<file path="src/rtl/copy_mem_pkg.sv">
// copy_mem_pkg
//   Shared definitions for the ring-buffer packet reader: the FSM state
//   encoding and the default inter-frame gap length.
package copy_mem_pkg;

  typedef enum logic [1:0] {
    ST_IDLE   = 2'd0,
    ST_STREAM = 2'd1,
    ST_GAP    = 2'd2
  } state_e;

  // Idle cycles inserted after every packet unless overridden.
  localparam int unsigned IFG_DEFAULT = 12;

endpackage : copy_mem_pkg

</file>
<file path="src/rtl/tx_skid_buffer.sv">
// tx_skid_buffer
//   Two-entry skid stage between the ring-buffer read port and the transmit
//   interface. The head entry drives the outputs directly from registers, so
//   the presented beat stays stable while the downstream stalls.
//
//   iclk, i_rst   clock, asynchronous active-low reset
//   push_i        store push_data_i (returned read data) this cycle
//   push_data_i   packed beat {data, sop, eop}
//   pop_i         head beat accepted downstream (valid_o & ready)
//   valid_o       head entry holds a beat
//   data_o        head beat {data, sop, eop}
//   count_o       number of occupied entries (0..2)
module tx_skid_buffer #(
  parameter int unsigned pWIDTH = 10
) (
  input  logic              iclk,
  input  logic              i_rst,
  input  logic              push_i,
  input  logic [pWIDTH-1:0] push_data_i,
  input  logic              pop_i,
  output logic              valid_o,
  output logic [pWIDTH-1:0] data_o,
  output logic [1:0]        count_o
);

  logic [pWIDTH-1:0] head_q, tail_q;
  logic              head_vld_q, tail_vld_q;

  // NOTE: state is updated with non-blocking assignments so every register
  // samples pre-edge values, independent of statement order.
  always_ff @(posedge iclk or negedge i_rst) begin
    if (!i_rst) begin
      // NOTE: the data registers are reset as well (only two entries), so a
      // reset can never leave stale sop/eop bits behind.
      head_q     <= '0;
      tail_q     <= '0;
      head_vld_q <= 1'b0;
      tail_vld_q <= 1'b0;
    end else if (pop_i) begin
      if (tail_vld_q) begin
        head_q <= tail_q;
        if (push_i) begin
          tail_q <= push_data_i;
        end else begin
          tail_vld_q <= 1'b0;
        end
      end else if (push_i) begin
        head_q <= push_data_i;
      end else begin
        head_vld_q <= 1'b0;
      end
    end else if (push_i) begin
      if (!head_vld_q) begin
        head_q     <= push_data_i;
        head_vld_q <= 1'b1;
      end else begin
        tail_q     <= push_data_i;
        tail_vld_q <= 1'b1;
      end
    end
  end

  assign valid_o = head_vld_q;
  assign data_o  = head_q;
  assign count_o = {1'b0, head_vld_q} + {1'b0, tail_vld_q};

endmodule : tx_skid_buffer

</file>
<file path="src/rtl/read_packet_from_mem.sv">
// read_packet_from_mem
//   Pops packet lengths from a first-word-fall-through length FIFO, reads the
//   packet bytes out of a ring buffer (one-cycle read latency) and streams them
//   with sop/eop framing, followed by a fixed inter-frame gap.
//
//   iclk, i_rst      clock, asynchronous active-low reset
//   ilen_empty       length FIFO empty
//   ilen_data        head of length FIFO (valid while ilen_empty = 0)
//   olen_rd          one-cycle pop strobe to the length FIFO
//   orb_raddr        ring-buffer read address (registered read pointer)
//   irb_rdata        ring-buffer data for last cycle's address
//   itx_ready        downstream accepts a beat
//   otx_d/dv/sop/eop transmit beat and framing
//   orb_rptr         oldest unconsumed byte, for the writer's free space
//   odrop            pulse when a zero-length entry is discarded
//   obusy            FSM outside IDLE
module read_packet_from_mem
  import copy_mem_pkg::*;
#(
  parameter int unsigned pFIFO_SIZE = 16,
  parameter int unsigned pRB_WIDHT  = 14,
  parameter int unsigned pMEM_WIDTH = 8,
  parameter int unsigned pIFG       = IFG_DEFAULT
) (
  input  logic                  iclk,
  input  logic                  i_rst,
  input  logic                  ilen_empty,
  input  logic [pFIFO_SIZE-1:0] ilen_data,
  output logic                  olen_rd,
  output logic [pRB_WIDHT-1:0]  orb_raddr,
  input  logic [pMEM_WIDTH-1:0] irb_rdata,
  input  logic                  itx_ready,
  output logic [pMEM_WIDTH-1:0] otx_d,
  output logic                  otx_dv,
  output logic                  otx_sop,
  output logic                  otx_eop,
  output logic [pRB_WIDHT-1:0]  orb_rptr,
  output logic                  odrop,
  output logic                  obusy
);

  localparam int unsigned GAP_W  = (pIFG > 1) ? $clog2(pIFG + 1) : 1;
  localparam int unsigned BEAT_W = pMEM_WIDTH + 2;

  state_e                state_q;
  logic                  olen_rd_q, odrop_q;
  logic [pRB_WIDHT-1:0]  rd_ptr_q, rptr_q;
  logic [pFIFO_SIZE-1:0] reads_left_q;
  logic [GAP_W-1:0]      gap_cnt_q;
  // Framing of the read currently in flight (data returns next cycle).
  logic                  rd_pend_q, pend_sop_q, pend_eop_q;

  logic                  skid_vld;
  logic [BEAT_W-1:0]     skid_data;
  logic [1:0]            skid_cnt;

  logic beat_acc, start_pkt, want_rd, has_room, rd_en, rd_sop, rd_eop;

  assign beat_acc  = skid_vld & itx_ready;
  // The first read of a packet is issued in the pop cycle itself, which is
  // what puts the first beat on the output two cycles after olen_rd.
  assign start_pkt = (state_q == ST_IDLE) && olen_rd_q && (ilen_data != '0);

  // NOTE: every signal assigned here gets a default first, so no path leaves
  // a value unassigned and no latch is inferred.
  always_comb begin
    want_rd  = start_pkt || ((state_q == ST_STREAM) && (reads_left_q != '0));
    // Credit check: entries held + read in flight - beat leaving now must
    // leave a free slot for the byte this read returns.
    has_room = ({1'b0, skid_cnt} + {2'b0, rd_pend_q} - {2'b0, beat_acc}) < 3'd2;
    rd_en    = want_rd && has_room;
    rd_sop   = (state_q == ST_IDLE);
    rd_eop   = (state_q == ST_IDLE) ? (ilen_data == pFIFO_SIZE'(1))
                                    : (reads_left_q == pFIFO_SIZE'(1));
  end

  always_ff @(posedge iclk or negedge i_rst) begin
    if (!i_rst) begin
      state_q      <= ST_IDLE;
      olen_rd_q    <= 1'b0;
      odrop_q      <= 1'b0;
      rd_ptr_q     <= '0;
      rptr_q       <= '0;
      reads_left_q <= '0;
      gap_cnt_q    <= '0;
      rd_pend_q    <= 1'b0;
      pend_sop_q   <= 1'b0;
      pend_eop_q   <= 1'b0;
    end else begin
      olen_rd_q <= 1'b0;
      odrop_q   <= 1'b0;
      rd_pend_q <= rd_en;
      if (rd_en) begin
        rd_ptr_q   <= rd_ptr_q + pRB_WIDHT'(1);
        pend_sop_q <= rd_sop;
        pend_eop_q <= rd_eop;
      end
      if (beat_acc) begin
        rptr_q <= rptr_q + pRB_WIDHT'(1);
      end

      unique case (state_q)
        ST_IDLE: begin
          if (olen_rd_q) begin
            // ilen_data is still the popped entry during the strobe cycle.
            if (ilen_data == '0) begin
              odrop_q <= 1'b1;
            end else begin
              // The skid stage is empty here, so the first read always issues.
              reads_left_q <= ilen_data - pFIFO_SIZE'(1);
              state_q      <= ST_STREAM;
            end
          end else begin
            olen_rd_q <= !ilen_empty;
          end
        end
        ST_STREAM: begin
          if (rd_en) begin
            reads_left_q <= reads_left_q - pFIFO_SIZE'(1);
          end
          if (beat_acc && skid_data[0]) begin
            if (pIFG == 0) begin
              state_q   <= ST_IDLE;
              olen_rd_q <= !ilen_empty;
            end else begin
              state_q   <= ST_GAP;
              gap_cnt_q <= GAP_W'(pIFG);
            end
          end
        end
        ST_GAP: begin
          // The pop strobe is prepared here but lands in the first IDLE cycle.
          if (gap_cnt_q == GAP_W'(1)) begin
            state_q   <= ST_IDLE;
            olen_rd_q <= !ilen_empty;
          end else begin
            gap_cnt_q <= gap_cnt_q - GAP_W'(1);
          end
        end
        default: state_q <= ST_IDLE;
      endcase
    end
  end

  tx_skid_buffer #(
    .pWIDTH (BEAT_W)
  ) u_skid (
    .iclk        (iclk),
    .i_rst       (i_rst),
    .push_i      (rd_pend_q),
    .push_data_i ({irb_rdata, pend_sop_q, pend_eop_q}),
    .pop_i       (beat_acc),
    .valid_o     (skid_vld),
    .data_o      (skid_data),
    .count_o     (skid_cnt)
  );

  assign olen_rd   = olen_rd_q;
  assign odrop     = odrop_q;
  assign orb_raddr = rd_ptr_q;
  assign orb_rptr  = rptr_q;
  assign obusy     = (state_q != ST_IDLE);
  assign otx_dv    = skid_vld;
  assign otx_d     = skid_data[BEAT_W-1:2];
  assign otx_sop   = skid_vld & skid_data[1];
  assign otx_eop   = skid_vld & skid_data[0];

endmodule : read_packet_from_mem
</file>
<file path="config.mk">
export PLATFORM = sky130hd
export DESIGN_NAME = read_packet_from_mem
export DESIGN_NICKNAME = d
export VERILOG_FILES = /design/src/rtl/copy_mem_pkg.sv /design/src/rtl/tx_skid_buffer.sv /design/src/rtl/read_packet_from_mem.sv
export SDC_FILE = /design/constraint.sdc
export NUM_CORES = 1
export LEC_CHECK = 0
export ABC_AREA = 1
export CORE_MARGIN = 5
export CORE_UTILIZATION = 50
export CTS_BUF_LIST = sky130_fd_sc_hd__clkbuf_8
export CTS_CLUSTER_SIZE = 30
export DETAILED_ROUTE_END_ITERATION = 12
export DONT_BUFFER_PORTS = 1
export SLEW_MARGIN = 15
export SYNTH_ARGS = -nofsm -noshare
export SYNTH_HDL_FRONTEND = slang
export SYNTH_SLANG_ARGS = --single-unit
</file>
<file path="constraint.sdc">
create_clock -name iclk -period 2.8 [get_ports iclk]
set_input_delay 0.28 -clock iclk [delete_from_list [all_inputs] [get_ports iclk]]
set_output_delay 0.28 -clock iclk [all_outputs]
set_load 0.05 [all_outputs]
</file>
==> results by group <==
Critical path
  • R2R cell count: 14
  • Worst Path Required: 3.10 ns
  • WS Path Type: flop to flop
  • Critical path data arrival time: ~2.8 ns
  • Max FO, Critical Path: 20
  • CP Launch Type: flop
  • Reg2Reg Capture Point: orb_raddr[8]
  • Critical path endpoint category: flop
  • Reg-to-Reg Start: u_skid.valid_o
  • Internal reg-to-reg setup slack: approximately 0.35 ns

Power and ir drop
  • Sw Ratio: 0.5101
  • Comb pwr share: 0.438
  • Psw: 2.836 mW
  • Pleak: roughly 2.5 nW
  • Reg power frac: 0.404
  • Pint: 2.724 mW
  • Pwr Total: 5.560 mW
  • Clock network power share: 0.157
  • PwrDens: 1110 nW/um2
  • Maximum VDD drop: 0.5259 mV

Global routing
  • Grt ovf: 0
  • Vias in the first global route: 3700
  • Initial antenna violation count: 0
  • Met1 global-route usage: 0.2265
  • Met3 GRT Util: 0.05479
  • GRT Resource Usage Total: 0.1843
  • Global routing's busiest layer: met2
  • First-pass GRT wire length: 17.15 mm
  • Largest net degree at the start of global routing: 78
  • Grt met2 use: 0.3052

Synth
  • Synthesized area: between 4000 and 5000 um2
  • Dominant synthesized flop cell: dfrtp_1
  • Top-count cell post-synth: nand2_1
  • Async S/R FF share, synth: 1.000
  • Mapped Cells: about 640
  • Syn avg cell area: 7.311 um2
  • Area contributors post-synth: dfrtp_1 41%, nand2_1 16%, inv_1 5.9%, nor2_1 5.4%, nand3_1 5.1%
  • Sequential area share after synthesis: 0.4092
  • Post-synth EDFFs: 0
  • Area leader, netlist: dfrtp_1
  • Synth unique cells: 34
  • Warnings from Yosys: 0
  • Syn nets: just under 700
  • Top cell type's share of synthesized area: 0.4092
  • Synth cell count leaders: 200 x nand2_1, 77 x dfrtp_1, 74 x inv_1
  • Seq cells post-synth: 77

Timing
  • Setup Skew: 0.01658 ns
  • Peak Freq: 407.4 MHz
  • WHS: a little over 0.08 ns
  • TNS Setup: 0 ns
  • Post-layout minimum cycle time: 2.455 ns
  • Crit share post-route: 0.8767
  • Final worst slack: ~0.35 ns
  • Max-slew violation count: 0
  • Final setup viols: 0
  • Rel. slew slack: 0.4437
  • Worst Tran Pin Value: 0.8345 ns
  • RSZ-0062 raised after global routing: false
  • Final Hold Fails: 0

Floorplan
  • Die area: around 11000 um2
  • Core outline area: ~9200 um2
  • Chip height: 107.0 um
  • Row Count: 35
  • Initial Util: 0.5120
  • I/O Pins: 70
  • Die W: 107.0 um

Clock tree
  • Clock root buffer: clkbuf_8
  • Setup bufs post-CTS: 0
  • Cts repair resizes: 0
  • # H-tree levels: 3
  • Clk slew on worst S/H paths: 0.09 ns
  • Clock Latency Late Sink: approximately 0.35 ns
  • CTS Hold Bufs: 3
  • CTS Sinks: 77
  • Num CTS Buffers: 9
  • CTS tree: yes
  • Max clock buf depth: 2

Run status
  • Status: finished, final reports clean

Min path
  • Worst min-delay path class: primary input to flop
  • WHS Endpoint: u_skid.tail_q[3]
  • Worst Hold Depth: 2
  • Hold path startpoint: irb_rdata[1]

Routing
  • Residual DRC: 0
  • Antenna Nets Post-Route: 0
  • Via count: 3908
  • Detailed-route wire length: 9.989 mm
  • DRT Pass-1 Iters: 4
  • Wire per inst: 13.14 um
  • Vias/cell: 5.142
  • Iteration-0 DRC Markers: 155

Place
  • Port Buffer Count: 0
  • Placer Congestion: approximately 0.86
  • Pre-CTS setup slack: 0.3679 ns
  • Hpwl dp: 7.428 mm
  • Post-Place Cells: 741

Finish
  • Area Growth Syn to Fin: 6.404%
  • Fin nets: 683
  • Layout cells sized above 1: 0.08475
  • Antenna fix cells: 0
  • Fillers: 860
  • Layout Cells excl Fill: 760
  • Register area: 1927 um2
  • Area of the multi-input gates: 2335 um2

Flow run
  • Max Cap Viol: 0
sequential cells by signal, indices dropped and copies added, names as in the netlist, 2 cells and up:
register       count
gap_cnt_q          4
orb_raddr         14
orb_rptr          14
reads_left_q      16
state_q            2
u_skid.data_o     10
u_skid.tail_q     10
worst max path at each step:
stage / startpoint / end / slack, ns / depth (start not counted)
final: u_skid.valid_o / orb_raddr[8] / 0.35 / 14
after global placement: u_skid.valid_o / orb_raddr[8] / 0.46 / 14
after CTS: u_skid.valid_o / orb_raddr[3] / 0.35 / 14
after detailed placement: u_skid.valid_o / orb_raddr[8] / 0.37 / 14
after global routing: u_skid.valid_o / orb_raddr[8] / 0.11 / 14
after floorplan: u_skid.valid_o / reads_left_q[12] / 0.38 / 16
final cells by class:
cell class / instances / share of cell area
clock buffer: 9 / 0.02473
clock inverter: 7 / 0.01598
inverter: 77 / 0.05794
multi-input combinational: 467 / 0.4660
sequential: 77 / 0.3846
tap: 111 / 0.02772
timing repair buffer: 12 / 0.02298
cells in the final DEF, fill, tap and decap left out, types with 2 or more instances in the layout:
cell type      synthesis  layout
buf_4                 10       9
ha_1                  11      11
clkinv_2               1       2
nor2_4                 3       3
inv_2                  2       2
o21ai_0               27      27
inv_1                 74      74
nor3_1                11      11
nor2_1                68      68
nand3_1               48      48
dfrtp_1               77      77
nand4_1                7       7
nor2_2                 6       6
nand3_2                2       2
o21a_1                 9       9
o211ai_1               9       9
dlygate4sd3_1          0       2
inv_6                  0       2
nand2_1              200     200
clkbuf_8               0       9
nand3b_1               5       5
a21boi_0               2       2
a21oi_1               15      15
xor2_1                16      16
xnor2_1               10      10
nand2_2               11      11
per-layer routing:
metal / vias up / share of wire
met3: 15 / 0.065
met1: 1791 / 0.45
met4: 0 / 0.017
li1: 2022 / -
met2: 80 / 0.47
met5: - / 0
power groups by stage:
stage / logic [mW] / clock network [mW] / registers (mW)
2_1_floorplan: 2.24 / 0 / 2.12
3_5_place_dp: 2.44 / 0 / 2.28
4_1_cts: 2.47 / 0.906 / 2.26
3_3_place_gp: 2.38 / 0 / 2.27
5_1_grt: 2.80 / 0.954 / 2.31
6_report: 2.44 / 0.875 / 2.25
per-stage QoR:
| stage | utilization | area (um2) |
|---|---|---|
| 2_1_floorplan | - | 4708 |
| 3_3_place_gp | 0.5174 | 4758 |
| 3_5_place_dp | 0.5174 | 4758 |
| 4_1_cts | 0.5448 | 5010 |
| 5_1_grt | 0.5448 | 5010 |
| 6_report | 0.5448 | 5010 |
worst max-delay path, cell delays in order, from the launching register on:
cell and delay (ns):
dfrtp_1 0.39, nand2_2 0.14, clkinv_2 0.15, ha_1 0.30, inv_1 0.04, ha_1 0.26
nand2_1 0.07, nand2_1 0.05, nand2_1 0.05, nand2_1 0.05, inv_1 0.10, nand2_2 0.24
inv_1 0.39, nand2_1 0.11, nand2_1 0.07
cells by family (layout without fill, tap and decap cells):
logic type	after synthesis	count (layout)	share of synthesized area
xor+xnor	26	26	0.04836
compound gates	64	64	0.08052
flops	77	77	0.4092
fa+ha+maj	11	11	0.02923
mux	1	1	0.002126
simple gates	365	365	0.3356
buf+inv	100	105	0.09487
Power figures use the tool's default switching activity.
